File: config.mk
export PLATFORM = sky130hd
export DESIGN_NAME = umi_pack_tx_flat
export DESIGN_NICKNAME = d
export VERILOG_FILES = /design/src/rtl/umi_pkg.sv /design/src/rtl/umi_pack_tx_if.sv /design/src/rtl/umi_pack.sv /design/src/rtl/umi_pack_tx.sv /design/src/flat_wrapper.sv
export SDC_FILE = /design/constraint.sdc
export NUM_CORES = 1
export LEC_CHECK = 0
export CAP_MARGIN = 30
export CORE_MARGIN = 3
export CORE_UTILIZATION = 46
export CTS_CLUSTER_SIZE = 24
export DETAILED_ROUTE_END_ITERATION = 10
export PLACE_DENSITY = 0.8
export SKIP_CTS_REPAIR_TIMING = 1
export SLEW_MARGIN = 20
export SYNTH_ARGS = -nofsm -noshare
export SYNTH_HDL_FRONTEND = slang
export SYNTH_SLANG_ARGS = --single-unit
export TNS_END_PERCENT = 100
File: constraint.sdc
create_clock -name clk -period 16.3 [get_ports clk]
set_input_delay 1.63 -clock clk [delete_from_list [all_inputs] [get_ports clk]]
set_output_delay 1.63 -clock clk [all_outputs]
set_load 0.01 [all_outputs]
File: src/rtl/umi_pkg.sv
// UMI packet field layout shared by the pack (tx) and unpack (rx) paths.
// Keeping the offsets in one place means the two paths cannot drift apart.
package umi_pkg;
   localparam int UMI_UW   = 256;
   localparam int ADDR_W   = 64;
   localparam int CMD_LSB  = 0;
   localparam int CMD_W    = 8;
   localparam int SIZE_LSB = 8;
   localparam int SIZE_W   = 4;
   localparam int OPT_LSB  = 12;
   localparam int OPT_W    = 20;
   localparam int DST_LSB  = 32;
   localparam int SRC_LSB  = 96;
   localparam int DATA_LSB = 160;
   localparam int DATA_W   = UMI_UW - DATA_LSB;

   typedef logic [CMD_W-1:0] umi_cmd_t;
endpackage

File: src/rtl/umi_pack_tx_if.sv
// Field-input and packet-output handshakes of umi_pack_tx.
// The slave modport is the assembler's view; master is the host/link side.
interface umi_pack_tx_if
   import umi_pkg::*;
#(
   parameter int AW = 64,
   parameter int UW = UMI_UW,
   parameter int DW = UMI_UW - DATA_LSB
);
   logic                in_valid;
   logic                in_ready;
   umi_cmd_t            in_command;
   logic [SIZE_W-1:0]   in_size;
   logic [OPT_W-1:0]    in_options;
   logic [AW-1:0]       in_dstaddr;
   logic [AW-1:0]       in_srcaddr;
   logic [DW-1:0]       in_data;
   logic                out_valid;
   logic                out_ready;
   logic [UW-1:0]       out_packet;

   modport slave (
      input  in_valid, in_command, in_size, in_options, in_dstaddr, in_srcaddr, in_data,
      output in_ready,
      output out_valid, out_packet,
      input  out_ready
   );

   modport master (
      output in_valid, in_command, in_size, in_options, in_dstaddr, in_srcaddr, in_data,
      input  in_ready,
      input  out_valid, out_packet,
      output out_ready
   );
endinterface

File: src/rtl/umi_pack.sv
// Combinational field-to-packet packer, the exact inverse of umi_unpack.
// Addresses narrower than 64 bits are zero-extended into their slots.
module umi_pack
   import umi_pkg::*;
#(
   parameter int AW = 64,
   parameter int UW = UMI_UW,
   parameter int DW = UMI_UW - DATA_LSB
) (
   input  umi_cmd_t          i_command,
   input  logic [SIZE_W-1:0] i_size,
   input  logic [OPT_W-1:0]  i_options,
   input  logic [AW-1:0]     i_dstaddr,
   input  logic [AW-1:0]     i_srcaddr,
   input  logic [DW-1:0]     i_data,
   output logic [UW-1:0]     o_packet
);
   always_comb begin
      o_packet = '0;
      o_packet[CMD_LSB  +: CMD_W]  = i_command;
      o_packet[SIZE_LSB +: SIZE_W] = i_size;
      o_packet[OPT_LSB  +: OPT_W]  = i_options;
      o_packet[DST_LSB  +: ADDR_W] = ADDR_W'(i_dstaddr);
      o_packet[SRC_LSB  +: ADDR_W] = ADDR_W'(i_srcaddr);
      o_packet[DATA_LSB +: DW]     = i_data;
   end
endmodule

File: src/rtl/umi_pack_tx.sv
// UMI transmit assembler: packs fields and buffers packets in a 2-entry FIFO (1 cycle latency).
// Optional tx_count output enabled by defining UMI_PACK_TX_COUNT_EN.
module umi_pack_tx
   import umi_pkg::*;
#(
   parameter int AW = 64,
   parameter int UW = UMI_UW,
   parameter int DW = UMI_UW - DATA_LSB
) (
   input  logic          clk,
   input  logic          reset,
   umi_pack_tx_if.slave  bus
`ifdef UMI_PACK_TX_COUNT_EN
   ,
   output logic [31:0]   tx_count
`endif
);
   logic [UW-1:0] w_packet;
   logic          w_push;
   logic          w_pop;

   logic [UW-1:0] r_mem [2];
   logic          r_wptr;
   logic          r_rptr;
   logic [1:0]    r_occ;

   umi_pack #(.AW(AW), .UW(UW), .DW(DW)) u_pack (
      .i_command (bus.in_command),
      .i_size    (bus.in_size),
      .i_options (bus.in_options),
      .i_dstaddr (bus.in_dstaddr),
      .i_srcaddr (bus.in_srcaddr),
      .i_data    (bus.in_data),
      .o_packet  (w_packet)
   );

   // in_ready is gated by reset so nothing is accepted while the FIFO is held clear.
   assign bus.in_ready   = !reset && (r_occ != 2'd2);
   assign bus.out_valid  = (r_occ != 2'd0);
   assign bus.out_packet = r_mem[r_rptr];

   assign w_push = bus.in_valid  && bus.in_ready;
   assign w_pop  = bus.out_valid && bus.out_ready;

   always_ff @(posedge clk or posedge reset) begin
      if (reset) begin
         r_mem[0] <= '0;
         r_mem[1] <= '0;
         r_wptr   <= 1'b0;
         r_rptr   <= 1'b0;
         r_occ    <= 2'd0;
      end else begin
         if (w_push) begin
            r_mem[r_wptr] <= w_packet;
            r_wptr        <= ~r_wptr;
         end
         if (w_pop) begin
            r_rptr <= ~r_rptr;
         end
         case ({w_push, w_pop})
            2'b10:   r_occ <= r_occ + 2'd1;
            2'b01:   r_occ <= r_occ - 2'd1;
            default: r_occ <= r_occ;
         endcase
      end
   end

`ifdef UMI_PACK_TX_COUNT_EN
   logic [31:0] r_tx_count;

   always_ff @(posedge clk or posedge reset) begin
      if (reset) begin
         r_tx_count <= 32'd0;
      end else if (w_pop) begin
         r_tx_count <= r_tx_count + 32'd1;
      end
   end

   assign tx_count = r_tx_count;
`endif
endmodule
File: src/flat_wrapper.sv
// flat-port wrapper written by rule: the top's interface ports become plain ports
module umi_pack_tx_flat import umi_pkg::*;
#(
   parameter int AW = 64,
   parameter int UW = UMI_UW,
   parameter int DW = UMI_UW - DATA_LSB
)
  (clk, reset, bus_in_valid, bus_in_command, bus_in_size, bus_in_options, bus_in_dstaddr, bus_in_srcaddr, bus_in_data, bus_in_ready, bus_out_valid, bus_out_packet, bus_out_ready);
  umi_pack_tx_if #(.AW(AW), .UW(UW), .DW(DW)) bus_i ();
  input  logic clk;
  input  logic reset;
  input wire logic [$bits(bus_i.in_valid)-1:0] bus_in_valid;
  input wire logic [$bits(bus_i.in_command)-1:0] bus_in_command;
  input wire logic [$bits(bus_i.in_size)-1:0] bus_in_size;
  input wire logic [$bits(bus_i.in_options)-1:0] bus_in_options;
  input wire logic [$bits(bus_i.in_dstaddr)-1:0] bus_in_dstaddr;
  input wire logic [$bits(bus_i.in_srcaddr)-1:0] bus_in_srcaddr;
  input wire logic [$bits(bus_i.in_data)-1:0] bus_in_data;
  output wire logic [$bits(bus_i.in_ready)-1:0] bus_in_ready;
  output wire logic [$bits(bus_i.out_valid)-1:0] bus_out_valid;
  output wire logic [$bits(bus_i.out_packet)-1:0] bus_out_packet;
  input wire logic [$bits(bus_i.out_ready)-1:0] bus_out_ready;
  assign bus_i.in_valid = bus_in_valid;
  assign bus_i.in_command = bus_in_command;
  assign bus_i.in_size = bus_in_size;
  assign bus_i.in_options = bus_in_options;
  assign bus_i.in_dstaddr = bus_in_dstaddr;
  assign bus_i.in_srcaddr = bus_in_srcaddr;
  assign bus_i.in_data = bus_in_data;
  assign bus_in_ready = bus_i.in_ready;
  assign bus_out_valid = bus_i.out_valid;
  assign bus_out_packet = bus_i.out_packet;
  assign bus_i.out_ready = bus_out_ready;
  umi_pack_tx #(.AW(AW), .UW(UW), .DW(DW)) u_core (.clk(clk), .reset(reset), .bus(bus_i));
endmodule
* Yosys cells after proc, flatten, opt, wreduce, memory -nomap -nowiden
Cells that the tools add are included.
** Operators by class
- Equality and inequality tests :: 3
- Bitwise logic cells :: 4
- Magnitude comparators :: 3
- Muxes and demuxes :: 7
- Add/sub/neg operators :: 2
- Reduce and logical (&&, ||, !) cells :: 7
** Operators by type and width (count)
- 256-bit 2-to-1 mux :: 4
- 512-bit bitwise mux :: 1
- 256-bit demux with 1-bit select :: 1
- 2-bit >= comparator (second input constant) :: 2
- 1-bit logical AND :: 4
- 1-bit inverter with 2-bit output :: 2
- 2-bit case mux with 2 select lines :: 1
- 2-bit nonzero test :: 2
- 2-bit by 1-bit adder with 2-bit output (second input constant) :: 1
- 2-bit by 1-bit equality test with 1-bit output (second input constant) :: 1
- 2-bit equality test (second input constant) :: 1
- 2-bit by 1-bit less-than comparator with 1-bit output (second input constant) :: 1
- 2-bit != test (second input constant) :: 1
- 1-bit inverter :: 2
- 2-bit by 1-bit subtractor with 2-bit output (second input constant) :: 1
- 1-bit logical NOT :: 1
** Storage, ports and cells
- Input port bits :: 260
- Output and inout bits :: 258
- Flip-flop bits (word level) :: 516
- Word-level logic and storage cells :: 31

* Logic depth before layout (Yosys ltp)
- Depth in word-level cells :: 6
- Gate-level depth with buffers :: 6

* Modules after synthesis
From an unflattened synthesis, not the netlist that was laid out.
** Second synthesis, totals
- Cells, all modules :: 1641
- Area total of the unflattened synthesis :: 25334.3 um2
** Modules (own cells, without submodules)
- umi_pack_tx :: cells each 1385, seq. area each 12912.4 um2, instances 1, area each 23412.5 um2
- umi_pack :: cells each 256, seq. area each 0.0 um2, instances 1, area each 1921.8 um2

* Least setup slack after synthesis
No wires, ideal clock.
- Kind :: input -> output
- From :: input reset
- To :: output bus_in_ready
- Arrival time :: 13311 ps
- Path buffers :: 0
- Stages :: 2
- Data required time :: 14670 ps
- Slack :: 1359 ps
- Path through :: inv_1 and2_1
** On the way
- Longest elaborated chain between the ends :: 2
** Ends and longest elaborated chain
- from (decl) :: line flat_wrapper.sv:11 : input logic reset;
- 1-bit logical NOT :: line umi_pack_tx.sv:38 : assign bus.in_ready = !reset && (r_occ != 2'd2);
- 1-bit logical AND :: line umi_pack_tx.sv:38
- to (decl) :: line flat_wrapper.sv:19 : output wire logic [$bits(bus_i.in_ready)-1:0] bus_in_ready;
Every way passes these cells.

* Worst setup path in the final report
- From :: register u_core.r_rptr
- To :: output bus_out_packet[37]
** On the way
- Longest elaborated chain between the ends :: 4
** Ends and longest elaborated chain
- from (decl) :: line umi_pack_tx.sv:24 : logic r_rptr;
- from (signal assigned) :: line umi_pack_tx.sv:58 : r_rptr <= ~r_rptr;
- 1-bit inverter with 2-bit output (not written as such) :: line umi_pack_tx.sv:40 : assign bus.out_packet = r_mem[r_rptr];
- 256-bit 2-to-1 mux (not written as such) (3 in series) :: line umi_pack_tx.sv:40
- to (decl) :: line flat_wrapper.sv:21 : output wire logic [$bits(bus_i.out_packet)-1:0] bus_out_packet;
Every way passes these cells. The select of a mux whose other input is x is not followed.

==> results.ini <==
[run_status]
status = finished, final reports clean

[global_routing]
grt_usage = 0.2023
grt-ovfl-total = 0
antenna_found_initial = 6
grt.busiest_layer = met2
grt_pass1_vias = 15111
grt_pass1_wl_mm = 86.23
use_met2 = 0.3363
met1_usage = 0.2466
grt_util_met3 = 0.05678
grt_max_degree = 159

[sta]
fmax_ghz = 0.1725
rsz0062_at_grt = false
hold_ws_ns = 0.4988
finalHoldViolCount = 0
relSlewSlack = 0.2848
skew_ns = 0.01939
fin_crit_sh = 0.3557
setup_violations = 0
report.final.slew_viol_count = 0
tns_ns = 0
tightest_slew_ns = 1.073
fin_crit_ns = 5.798

[worst_setup_path]
startpoint_type = register
required_ns = 14.67
cp_top_family = buffers and inverters
cp_cell_sequence = buf_4, buf_12, buf_4, mux2_2, clkdlybuf4s50_1
cp_max_fo = 62
path_class = register to primary output
path_buf_inv = 4
cp-end-kind = primary output
slowest_delay_ns = 0.98
slowest_stage = dfrtp_4
cp_common_cell = buf_4
crit_arrival_ns = 4.17

[final_layout]
drive_gt1_frac = 0.4585
nets = 2156
area_growth_pct = 31.95
fillers = 3689
layout_commonest_cell = mux2_2
seqCellArea_um2 = 12920
multi_input_area_um2 = 9667
final_cell_mix = mux2_2 (528), clkdlybuf4s50_1 (517), dfrtp_1 (515), mux2_4 (240), clkbuf_16 (57)
post-route-util = 0.6157
final_cells = 2620

[clock_tree]
h-tree-depth = 2
clk_pin_slew_ns = 0.06
cts_root_buf = clkbuf_16
clk_path_buf_depth = 3
cts_inserted_buffers = 55
clock_sinks = 516
clock_latency_ns = 0.59
cts_tree = built

[pwr]
leakage_nw = 13.23
switchingPower_mw = 2.050
p_int_mw = 4.807
switching_share = 0.2989
seqPwrFrac = 0.337
p_per_area_nw_per_um2 = 222.0
total_power_mw = 6.856
clockPowerShare = 0.189
combPwrFrac = 0.474
max-vdd-ir-drop_uv = 125.1

[floorplan]
core_area_um2 = 50170
start_util = 0.4666
io_pins = 518
die-area_um2 = 53630
die_x_um = 231.6
dieHeight_um = 231.6
fp-row-count = 82

[place]
io_buffers = 517
place.gp.congestion = 0.8015
hpwl_mm = 36.85
dp_cells = 2505

[route]
drt_iter0_markers = 559
first_pass_iters = 4
postRouteAntennaNets = 0
vias_per_cell = 5.120
routedWlPerCell_um = 21.10
vias = 13415
post-route-drc-count = 0
routed_wirelength_mm = 55.29

[yosys]
synth_warnings = 0
ys_types = 19
ys_ff_latch = 516
syn_inst = 1385
syn_avg_cell_area_um2 = 16.90
netlist_area_um2 = 23410
syn-num-nets = 1646
yosysSeqAreaShare = 0.5516

[flow_run]
maxCapViolCount = 0

[hold_path]
hp-class = register to register

==> registers in the layout (all words and copies together), names as in the netlist <==
register	count
u_core.r_mem	512
u_core.r_occ	2
u_core.r_rptr	1
u_core.r_wptr	1
==> path summary, 6_finish.rpt <==
kind	from	slack, ns	depth (start not counted)	to
worst min-delay path	u_core.r_mem[247]	0.50	1	u_core.r_mem[247]
max in group asynchronous	reset	12.69	6	u_core.r_mem[285]
min in group asynchronous	reset	1.42	2	u_core.r_mem[217]
worst max-delay path	u_core.r_rptr	10.50	5	bus_out_packet[37]
worst max register to register	u_core.r_occ[0]	12.74	6	u_core.r_mem[381]
worst min register to register	u_core.r_mem[247]	0.50	1	u_core.r_mem[247]
==> kinds of logic after synthesis <==
logic type    synth area share
buf+inv                0.03565
fa+ha+maj            0.0005344
xor+xnor              0.001871
flops                   0.5516
simple gates          0.002458
mux                     0.4079
==> layout make-up <==
| type | count | area share |
|---|---|---|
| clock inverters | 20 | 0.006927 |
| clock buffers | 83 | 0.05517 |
| repair buffers | 539 | 0.1786 |
| diodes | 7 | 0.0005671 |
| inverters | 1 | 0.0003646 |
| well taps | 672 | 0.02722 |
| flip-flops and latches | 516 | 0.4182 |
| multi-input cells | 782 | 0.3130 |
==> synthesized netlist by cell type <==
library cell,number,share of area
and2_1,2,0.00053
and4b_1,1,0.00043
buf_12,2,0.0017
buf_2,32,0.0068
buf_6,22,0.011
buf_8,24,0.015
clkbuf_1,6,0.00096
dfrtp_1,516,0.55
ha_1,1,0.00053
inv_1,1,0.00016
mux2_2,528,0.25
mux2_4,240,0.15
nand2b_4,1,0.00059
nand3_1,1,0.00021
nand4_1,1,0.00027
nor2_1,1,0.00016
or2_2,1,0.00027
xnor2_1,3,0.0011
xor2_1,2,0.00075
==> layer usage <==
layer	wire length, um	up-vias
li1	-	6005
met5	0	-
met4	2351	0
met2	27350	376
met3	3611	138
met1	21980	6896
==> metrics by stage <==
step                instance area [um^2]  worst slack [ns]
finish                             30890             10.50
global route                       30890             10.24
CTS                                30730             10.31
detailed placement                 28820             10.30
global placement                   28740             10.08
floorplan                          23410            0.1950
==> worst register-to-register path: stages (launching register included) <==
cell	delay (ns)
dfrtp_1	0.41
nand2b_4	0.17
and4b_4	0.80
buf_4	0.49
buf_16	0.32
buf_4	0.86
mux2_4	0.40
==> power by group through the flow <==
stage / clock network [mW] / logic [mW] / registers, mW
final: 1.29 / 3.25 / 2.31
after global routing: 1.38 / 3.44 / 2.39
after CTS: 1.33 / 3.28 / 2.30
after detailed placement: 0 / 3.25 / 2.31
after global placement: 0 / 3.20 / 2.26
after floorplan: 0 / 1.98 / 2.17
(Power assumes the default switching activity.)
